**src/rtl/axioma_ext_int.sv**
```systemverilog
// INT0/INT1 and PCINT0-23 front end: pin sync, sense control, EIFR/PCIFR flags, io registers.
// Flags set SYNC_STAGES+1 edges after a pin is captured; no backpressure, reads are combinational.
module axioma_ext_int #(
    parameter int SYNC_STAGES = 2
) (
    input  logic       clk,
    input  logic       reset_n,
    input  logic [1:0] int_pins,
    input  logic [23:0] pcint_pins,
    input  logic [7:0] io_addr,
    input  logic [7:0] io_wdata,
    input  logic       io_we,
    input  logic       io_re,
    output logic [7:0] io_rdata,
    output logic       io_hit,
    input  logic       vec_ack,
    input  logic [5:0] vec_num,
    output logic [1:0] int_req,
    output logic [2:0] pcint_req,
    output logic [7:0] eimsk_reg,
    output logic [7:0] eifr_reg,
    output logic [7:0] pcicr_reg,
    output logic [7:0] pcifr_reg,
    output logic [7:0] pcmsk0_reg,
    output logic [7:0] pcmsk1_reg,
    output logic [7:0] pcmsk2_reg
);
    localparam logic [7:0] ADDR_PCIFR  = 8'h3B;
    localparam logic [7:0] ADDR_EIFR   = 8'h3C;
    localparam logic [7:0] ADDR_EIMSK  = 8'h3D;
    localparam logic [7:0] ADDR_PCICR  = 8'h68;
    localparam logic [7:0] ADDR_EICRA  = 8'h69;
    localparam logic [7:0] ADDR_PCMSK0 = 8'h6B;
    localparam logic [7:0] ADDR_PCMSK1 = 8'h6C;
    localparam logic [7:0] ADDR_PCMSK2 = 8'h6D;
    localparam int NPIN    = 26;
    localparam int ARM_MAX = SYNC_STAGES + 1;
    localparam int ARM_W   = $clog2(ARM_MAX + 1);

    logic [SYNC_STAGES-1:0][NPIN-1:0] sync_q, sync_d;
    logic [NPIN-1:0]  prev_q, prev_d;
    logic [ARM_W-1:0] arm_q, arm_d;
    logic [3:0] eicra_q, eicra_d;
    logic [1:0] eimsk_q, eimsk_d, eifr_q, eifr_d;
    logic [2:0] pcicr_q, pcicr_d, pcifr_q, pcifr_d;
    logic [7:0] pcmsk0_q, pcmsk0_d, pcmsk2_q, pcmsk2_d;
    logic [6:0] pcmsk1_q, pcmsk1_d;

    logic [NPIN-1:0] cur, tog;
    logic            armed;
    logic [1:0]      int_set, eifr_clr;
    logic [2:0]      pc_set, pcifr_clr;
    logic [7:0]      rd_val;
    logic            unused_pcint15;

    assign cur            = sync_q[SYNC_STAGES-1];
    assign tog            = cur ^ prev_q;
    assign armed          = (arm_q == ARM_W'(ARM_MAX));
    assign unused_pcint15 = tog[15];

    always_comb begin
        sync_d[0] = {int_pins, pcint_pins};
        for (int i = 1; i < SYNC_STAGES; i++) begin
            sync_d[i] = sync_q[i-1];
        end
        prev_d = cur;
        arm_d  = armed ? arm_q : arm_q + ARM_W'(1);
    end

    // Edge detection is held off until the sync chain has flushed its reset zeros.
    always_comb begin
        int_set = '0;
        for (int n = 0; n < 2; n++) begin
            case (eicra_q[2*n +: 2])
                2'b01:   int_set[n] = tog[24+n];
                2'b10:   int_set[n] = tog[24+n] & ~cur[24+n];
                2'b11:   int_set[n] = tog[24+n] & cur[24+n];
                default: int_set[n] = 1'b0;
            endcase
        end
        int_set   = int_set & {2{armed}};
        pc_set[0] = |(tog[7:0]   & pcmsk0_q);
        pc_set[1] = |(tog[14:8]  & pcmsk1_q);
        pc_set[2] = |(tog[23:16] & pcmsk2_q);
        pc_set    = pc_set & {3{armed}};
    end

    always_comb begin
        eifr_clr  = {vec_ack && (vec_num == 6'd2), vec_ack && (vec_num == 6'd1)};
        pcifr_clr = {vec_ack && (vec_num == 6'd5), vec_ack && (vec_num == 6'd4),
                     vec_ack && (vec_num == 6'd3)};
        if (io_we && io_addr == ADDR_EIFR)  eifr_clr  = eifr_clr  | io_wdata[1:0];
        if (io_we && io_addr == ADDR_PCIFR) pcifr_clr = pcifr_clr | io_wdata[2:0];
        eifr_d  = int_set | (eifr_q & ~eifr_clr);
        pcifr_d = pc_set  | (pcifr_q & ~pcifr_clr);

        eicra_d  = (io_we && io_addr == ADDR_EICRA)  ? io_wdata[3:0] : eicra_q;
        eimsk_d  = (io_we && io_addr == ADDR_EIMSK)  ? io_wdata[1:0] : eimsk_q;
        pcicr_d  = (io_we && io_addr == ADDR_PCICR)  ? io_wdata[2:0] : pcicr_q;
        pcmsk0_d = (io_we && io_addr == ADDR_PCMSK0) ? io_wdata      : pcmsk0_q;
        pcmsk1_d = (io_we && io_addr == ADDR_PCMSK1) ? io_wdata[6:0] : pcmsk1_q;
        pcmsk2_d = (io_we && io_addr == ADDR_PCMSK2) ? io_wdata      : pcmsk2_q;
    end

    always_ff @(posedge clk or negedge reset_n) begin
        if (!reset_n) begin
            sync_q   <= '0;
            prev_q   <= '0;
            arm_q    <= '0;
            eicra_q  <= '0;
            eimsk_q  <= '0;
            eifr_q   <= '0;
            pcicr_q  <= '0;
            pcifr_q  <= '0;
            pcmsk0_q <= '0;
            pcmsk1_q <= '0;
            pcmsk2_q <= '0;
        end else begin
            sync_q   <= sync_d;
            prev_q   <= prev_d;
            arm_q    <= arm_d;
            eicra_q  <= eicra_d;
            eimsk_q  <= eimsk_d;
            eifr_q   <= eifr_d;
            pcicr_q  <= pcicr_d;
            pcifr_q  <= pcifr_d;
            pcmsk0_q <= pcmsk0_d;
            pcmsk1_q <= pcmsk1_d;
            pcmsk2_q <= pcmsk2_d;
        end
    end

    // Low-level sense bypasses the flag and follows the synchronized pin directly.
    always_comb begin
        for (int n = 0; n < 2; n++) begin
            if (eicra_q[2*n +: 2] == 2'b00) int_req[n] = ~cur[24+n] & eimsk_q[n];
            else                            int_req[n] = eifr_q[n] & eimsk_q[n];
        end
        pcint_req = pcifr_q & pcicr_q;
    end

    assign eimsk_reg  = {6'd0, eimsk_q};
    assign eifr_reg   = {6'd0, eifr_q};
    assign pcicr_reg  = {5'd0, pcicr_q};
    assign pcifr_reg  = {5'd0, pcifr_q};
    assign pcmsk0_reg = pcmsk0_q;
    assign pcmsk1_reg = {1'b0, pcmsk1_q};
    assign pcmsk2_reg = pcmsk2_q;

    always_comb begin
        io_hit = 1'b1;
        rd_val = 8'h00;
        case (io_addr)
            ADDR_PCIFR:  rd_val = pcifr_reg;
            ADDR_EIFR:   rd_val = eifr_reg;
            ADDR_EIMSK:  rd_val = eimsk_reg;
            ADDR_PCICR:  rd_val = pcicr_reg;
            ADDR_EICRA:  rd_val = {4'd0, eicra_q};
            ADDR_PCMSK0: rd_val = pcmsk0_reg;
            ADDR_PCMSK1: rd_val = pcmsk1_reg;
            ADDR_PCMSK2: rd_val = pcmsk2_reg;
            default:     io_hit = 1'b0;
        endcase
        io_rdata = (io_re && io_hit) ? rd_val : 8'h00;
    end
endmodule

```
**config.mk**
```make
export PLATFORM = sky130hd
export DESIGN_NAME = axioma_ext_int
export DESIGN_NICKNAME = d
export VERILOG_FILES = /design/src/rtl/axioma_ext_int.sv
export SDC_FILE = /design/constraint.sdc
export NUM_CORES = 1
export LEC_CHECK = 0
export ABC_AREA = 1
export BUFFER_PORTS_ARGS = -buffer_cell sky130_fd_sc_hd__buf_2
export CORE_MARGIN = 2
export CORE_UTILIZATION = 25
export CTS_CLUSTER_SIZE = 10
export DETAILED_ROUTE_END_ITERATION = 7
export RECOVER_POWER = 100
export SYNTH_ARGS = -nofsm -noshare
export SYNTH_HDL_FRONTEND = slang
export SYNTH_SLANG_ARGS = --single-unit
```
**constraint.sdc**
```tcl
create_clock -name clk -period 2.3 [get_ports clk]
set_clock_uncertainty 0.2 [all_clocks]
set_input_delay 0.69 -clock clk [delete_from_list [all_inputs] [get_ports clk]]
set_output_delay 0.69 -clock clk [all_outputs]
set_load 0.01 [all_outputs]
```
==> results.toml, run 1 <==
[clock_tree]
htree_levels = 4
clk_latency_ns = 0.41
cts_max_path_buffers = 2
cts_tree = "done"
clkTransAtPathRegs_ns = 0.06
numCtsBuffers = 17
cts_sinks = 114
cts-root-buf = "clkbuf_16"

[min_path]
hold_path.class = "flop to flop"

[yosys]
ys_types = 31
synth_cells = 487
yosys_warnings = 0
synth-edff-count = 0
async_flop_share = 1.00
synthesis.area_um2 = 4690
syn_avg_cell_area_um2 = 9.62
ys.flop_type = "dfrtp_1"
synth_seq_cells = 114
synth_seq_area_share = 0.609

[timing]
finalCriticalPeriod_ns = 2.74
hold_viol_final = 0
final.setup.worst_slack_ns = -0.436
fin_crit_sh = 1.19
fin_tns_setup_ns = -4.40
rsz0062_at_grt = "true"
fmaxAchievable_ghz = 0.365
maxSlewViolCount = 0
slew_headroom = 0.305
setup_viol = 11
worst_pin_slew_ns = 1.04

[route]
wl_per_cell_um = 13.8
drt_iter0_drc = 180
wl_met1_um = 5250
wl_met2_um = 6040
vias = 3666
drc_errors = 0
ant_nets = 0
drtPass1Iterations = 4
routed.top_layer = "met5"
via_per_inst = 4.13
drt_wl_total_um = 12200
dr_wl_met3_um = 798

[cells_and_area]
final_common_cell = "dfrtp_1"
layout_common_cells = "dfrtp_1, nand2_1, buf_2"
fillers = 1861
num_antenna_cells = 0
final_core_util = 0.361
layout.cells.non_filler = 888
stdcell_area_um2 = 6690
area_growth_pct = 42.8
drive_gt1_frac = 0.358
nets = 695

[floorplanning]
pin_count = 123
initial_core_util = 0.253
fp.dieH_um = 141
dieArea_um2 = 19900
placementRows = 50
die_w_um = 141
core-area_um2 = 18500

[pwr]
p_per_area_nw_per_um2 = 808
p_leak_nw = 3.27
power.total_w = 0.00541
vdd_drop_max_uv = 458

[global_routing]
gr-total-overflow = 0
antenna_found_initial = 1
grt_pass1_vias = 3555
track_usage = 0.128
grt_max_degree = 36
grt_pass1_wl_um = 19000

[status]
violations = "setup timing"
status = "finished with violations"

[critical_path]
path_max_fanout = 5
crit_required_ns = 1.41
crit_chain = "buf_2, nand2_1, nor2_4, buf_6, nand2_2, nand2_1, nor2_1, nand2_2, buf_4, buf_4, buf_2"
crit_path_end_kind = "output pin"
path_buf_inv = 5
critPathKind = "primary input to output pin"
cpMaxStageDelayCell = "buf_4"
crit_path_max_incr_delay_ns = 0.15
arrival_ns = 1.85
cp-start-kind = "primary input"
crit_family = "buffers and inverters"

[placement]
dp.cells = 840
post-dp-hpwl_um = 9010
place_area_um2 = 5740
port_buffers = 98
routabilityCongestion = 0.841

[flow_run]
maxCapViolCount = 0
## synthesized netlist by cell type, types with 2 or more instances
master	instances	area (um^2)
nand2_1	106	398
o21ai_0	41	205
xnor2_1	3	26.3
inv_1	48	180
nor2_1	47	176
nor2_4	4	45.0
nand2_2	4	25.0
nand3_1	31	155
a21oi_1	16	80.1
inv_2	2	7.51
dfrtp_1	114	2850
buf_6	3	33.8
o22ai_1	5	31.3
nand4_1	2	12.5
nor2_2	3	18.8
nor3_1	2	10.0
o21bai_1	2	15.0
nor2_8	2	40.0
buf_4	24	180
a21oi_2	2	17.5
o21a_1	4	30.0
o21ai_1	11	55.1
nand2_4	3	33.8
## layout make-up
class | count | area (um^2) | share of cell area
sequential | 114 | 2850 | 0.426
tap | 234 | 293 | 0.0438
inverter | 51 | 229 | 0.0342
clock inverter | 14 | 206 | 0.0309
timing repair buffer | 141 | 965 | 0.144
multi-input combinational | 316 | 1710 | 0.256
clock buffer | 18 | 429 | 0.0642
## routing by layer
metal / global-route usage / vias up
met3: 0.0404 / 9
li1: - / 1829
met2: 0.209 / 108
met1: 0.158 / 1718
met5: 0 / -
met4: 0.0479 / 2
## per-stage QoR
stage / hold slack (ns) / setup slack [ns]
after floorplan: 0.131 / -0.157
after global placement: 0.133 / -0.573
after detailed placement: 0.135 / -0.605
after CTS: 0.145 / -0.442
after global routing: 0.153 / -0.502
final: 0.142 / -0.436
## path summary, 6_finish.rpt
kind / start / to / slack [ns] / cells past startpoint
setup / recovery: io_addr[5] / io_hit / -0.44 / 11
hold / removal: sync_d[39]$_DFF_PN0_ / cur[13]$_DFF_PN0_ / 0.14 / 0
setup reg to reg: prev_q[14]$_DFF_PN0_ / pcifr_q[1]$_DFF_PN0_ / 0.83 / 7
hold reg to reg: sync_d[39]$_DFF_PN0_ / cur[13]$_DFF_PN0_ / 0.14 / 0
max in group asynchronous: reset_n / sync_d[33]$_DFF_PN0_ / 0.25 / 3
min in group asynchronous: reset_n / cur[13]$_DFF_PN0_ / 0.79 / 2
## report_power, final
group	internal, W	switching, W
clock network	0.00183	0.000972
registers	0.00212	0.0000702
logic	0.000158	0.000259
total	0.00410	0.00130
## cells by family after synthesis
family	Yosys count	synth area share
mux	1	0.00240
xor+xnor	3	0.00561
simple gates	205	0.197
flops	114	0.609
compound gates	82	0.0945
other cells	1	0.000800
fa+ha+maj	1	0.00267
buf+inv	80	0.0886
## timing repair
item,in CTS,in global routing
pin swaps,17,15
hold buffers,1,0
cloned,2,0
endpoints found under the setup margin,10,12
endpoints found under the hold margin,15,0
buffers inserted,12,2
gates resized for setup,40,24
Note: power is estimated with default switching activity, not from simulation.
==> run 2: changes to the inputs <==
--- a/config.mk
+++ b/config.mk
@@ -8,10 +8,12 @@
 export ABC_AREA = 1
 export BUFFER_PORTS_ARGS = -buffer_cell sky130_fd_sc_hd__buf_2
 export CORE_MARGIN = 2
-export CORE_UTILIZATION = 25
+export CORE_UTILIZATION = 45
 export CTS_CLUSTER_SIZE = 10
 export DETAILED_ROUTE_END_ITERATION = 7
+export PLACE_DENSITY = 0.7
 export RECOVER_POWER = 100
+export SLEW_MARGIN = 30
 export SYNTH_ARGS = -nofsm -noshare
 export SYNTH_HDL_FRONTEND = slang
 export SYNTH_SLANG_ARGS = --single-unit
==> constraint.sdc (replaced) <==
create_clock -name clk -period 2.3 [get_ports clk]
set_clock_uncertainty 0.2 [all_clocks]
set_input_delay 0.69 -clock clk [delete_from_list [all_inputs] [get_ports clk]]
set_output_delay 0.69 -clock clk [all_outputs]
set_load 0.1 [all_outputs]
==> run 2 against run 1 <==
The run ends with capacitance limit, slew limit, setup timing left; hold slack got worse by 0.053 ns; via count up 5.8%; clock-buffer cell count is 1 lower; register-to-register slack about the same.
==> results.toml, run 2 (same netlist as run 1, synthesis figures left out) <==
[status]
status = "finished with violations"
violations = "capacitance limit, slew limit, setup timing"

[timing]
maxSlewViolCount = 79
fin_tns_setup_ns = -4.42
worst_pin_slew_ns = 1.61
fmaxAchievable_ghz = 0.354
hold_viol_final = 0
setup_viol = 11
fin_crit_sh = 1.23
finalCriticalPeriod_ns = 2.83
rsz0062_at_grt = "true"
slew_headroom = -0.0721
final.setup.worst_slack_ns = -0.527

[route]
vias = 3879
drt_wl_total_um = 12000
via_per_inst = 4.99
ant_nets = 0
drtPass1Iterations = 4
wl_per_cell_um = 15.4
drc_errors = 0
drt_iter0_drc = 196

[clock_tree]
numCtsBuffers = 17
htree_levels = 4
cts-hold-fix-buffers = 0
clk_latency_ns = 0.50
cts_sinks = 114
cts_tree = "done"
clkTransAtPathRegs_ns = 0.06
cts_max_path_buffers = 2
cts-root-buf = "clkbuf_8"

[critical_path]
crit_required_ns = 1.41
path_max_fanout = 6
arrival_ns = 1.94
crit_path_end_kind = "output pin"
cp-start-kind = "primary input"
critPathKind = "primary input to output pin"

[cells_and_area]
register_area_um2 = 2880
final_common_cell = "dfrtp_1"
fillers = 788
nets = 683
final_core_util = 0.652
layout_common_cells = "dfrtp_1, nand2_1, buf_2"
num_antenna_cells = 0
area_growth_pct = 42.5
layout.cells.non_filler = 777
multi_input_area_um2 = 1790
drive_gt1_frac = 0.376

[placement]
dp.cells = 736
routabilityCongestion = 0.880
post-dp-hpwl_um = 8070
port_buffers = 98
dp_slack_ns = -0.657

[global_routing]
grt_max_degree = 79
grt_pass1_vias = 3967
gr-total-overflow = 0
track_usage = 0.224
grt_pass1_wl_um = 19300
antenna_found_initial = 0

[floorplanning]
fp.dieH_um = 106
core-area_um2 = 10200
dieArea_um2 = 11200
pin_count = 123
die_w_um = 106
placementRows = 37
initial_core_util = 0.458

[pwr]
power.total_w = 0.00560
vdd_drop_max_uv = 694
p_leak_nw = 3.24
p_per_area_nw_per_um2 = 839

[min_path]
hold_path.class = "primary input to flop"

[flow_run]
maxCapViolCount = 1
run 2: timing repair:
action	CTS	global route
setup buffers	7	3
pin swaps	25	15
gates cloned	1	0
setup endpoints to repair	16	20
resized for setup	53	29
run 2: cell type report:
class | instances | share of cell area
Timing Repair Buffer | 129 | 0.156
Tap cell | 136 | 0.0255
Clock inverter | 14 | 0.0232
Sequential cell | 114 | 0.431
Multi-Input combinational cell | 316 | 0.268
Inverter | 51 | 0.0343
Clock buffer | 17 | 0.0620
run 2: worst paths after layout:
check                                          startpoint              endpoint  slack [ns]  cells after the start
worst min-delay path                        pcint_pins[1]  sync_d[27]$_DFF_PN0_        0.09                      1
min in group asynchronous                         reset_n  sync_d[28]$_DFF_PN0_        0.22                      2
worst min register to register       sync_d[27]$_DFF_PN0_      cur[1]$_DFF_PN0_        0.15                      0
worst max register to register  pcmsk0_reg[4]$_DFFE_PN0P_  pcifr_q[0]$_DFF_PN0_        0.84                      8
max in group asynchronous                         reset_n  sync_d[40]$_DFF_PN0_        0.39                      2
worst max-delay path                           io_addr[1]           io_rdata[5]       -0.53                     10
run 2: where the power goes:
part	total [W]	internal, W	switching, W
Clock	0.00250	0.00155	0.000949
Combinational	0.000903	0.000179	0.000724
Sequential	0.00220	0.00212	0.0000806
Total	0.00560	0.00385	0.00175
run 2: stage by stage:
stage / hold WS [ns] / area [um^2]
6_report: 0.0887 / 6680
5_1_grt: 0.0579 / 6680
4_1_cts: 0.0136 / 6610
3_5_place_dp: 0.135 / 5780
3_3_place_gp: 0.131 / 5780
2_1_floorplan: 0.131 / 4980
run 2: layer usage:
metal,up-vias,track usage,wire length (um)
met3,20,0.0613,710
met5,-,0,0
li1,1800,-,-
met2,161,0.383,6310
met4,0,0.0780,209
met1,1898,0.275,4760
run 2: critical path, stage by stage:
cell	delay, ns
buf_8	0.10
inv_6	0.06
nand2_4	0.06
nor2_4	0.20
nand2_4	0.10
buf_4	0.15
o22ai_1	0.15
nor2_1	0.11
nor2_4	0.13
buf_12	0.18
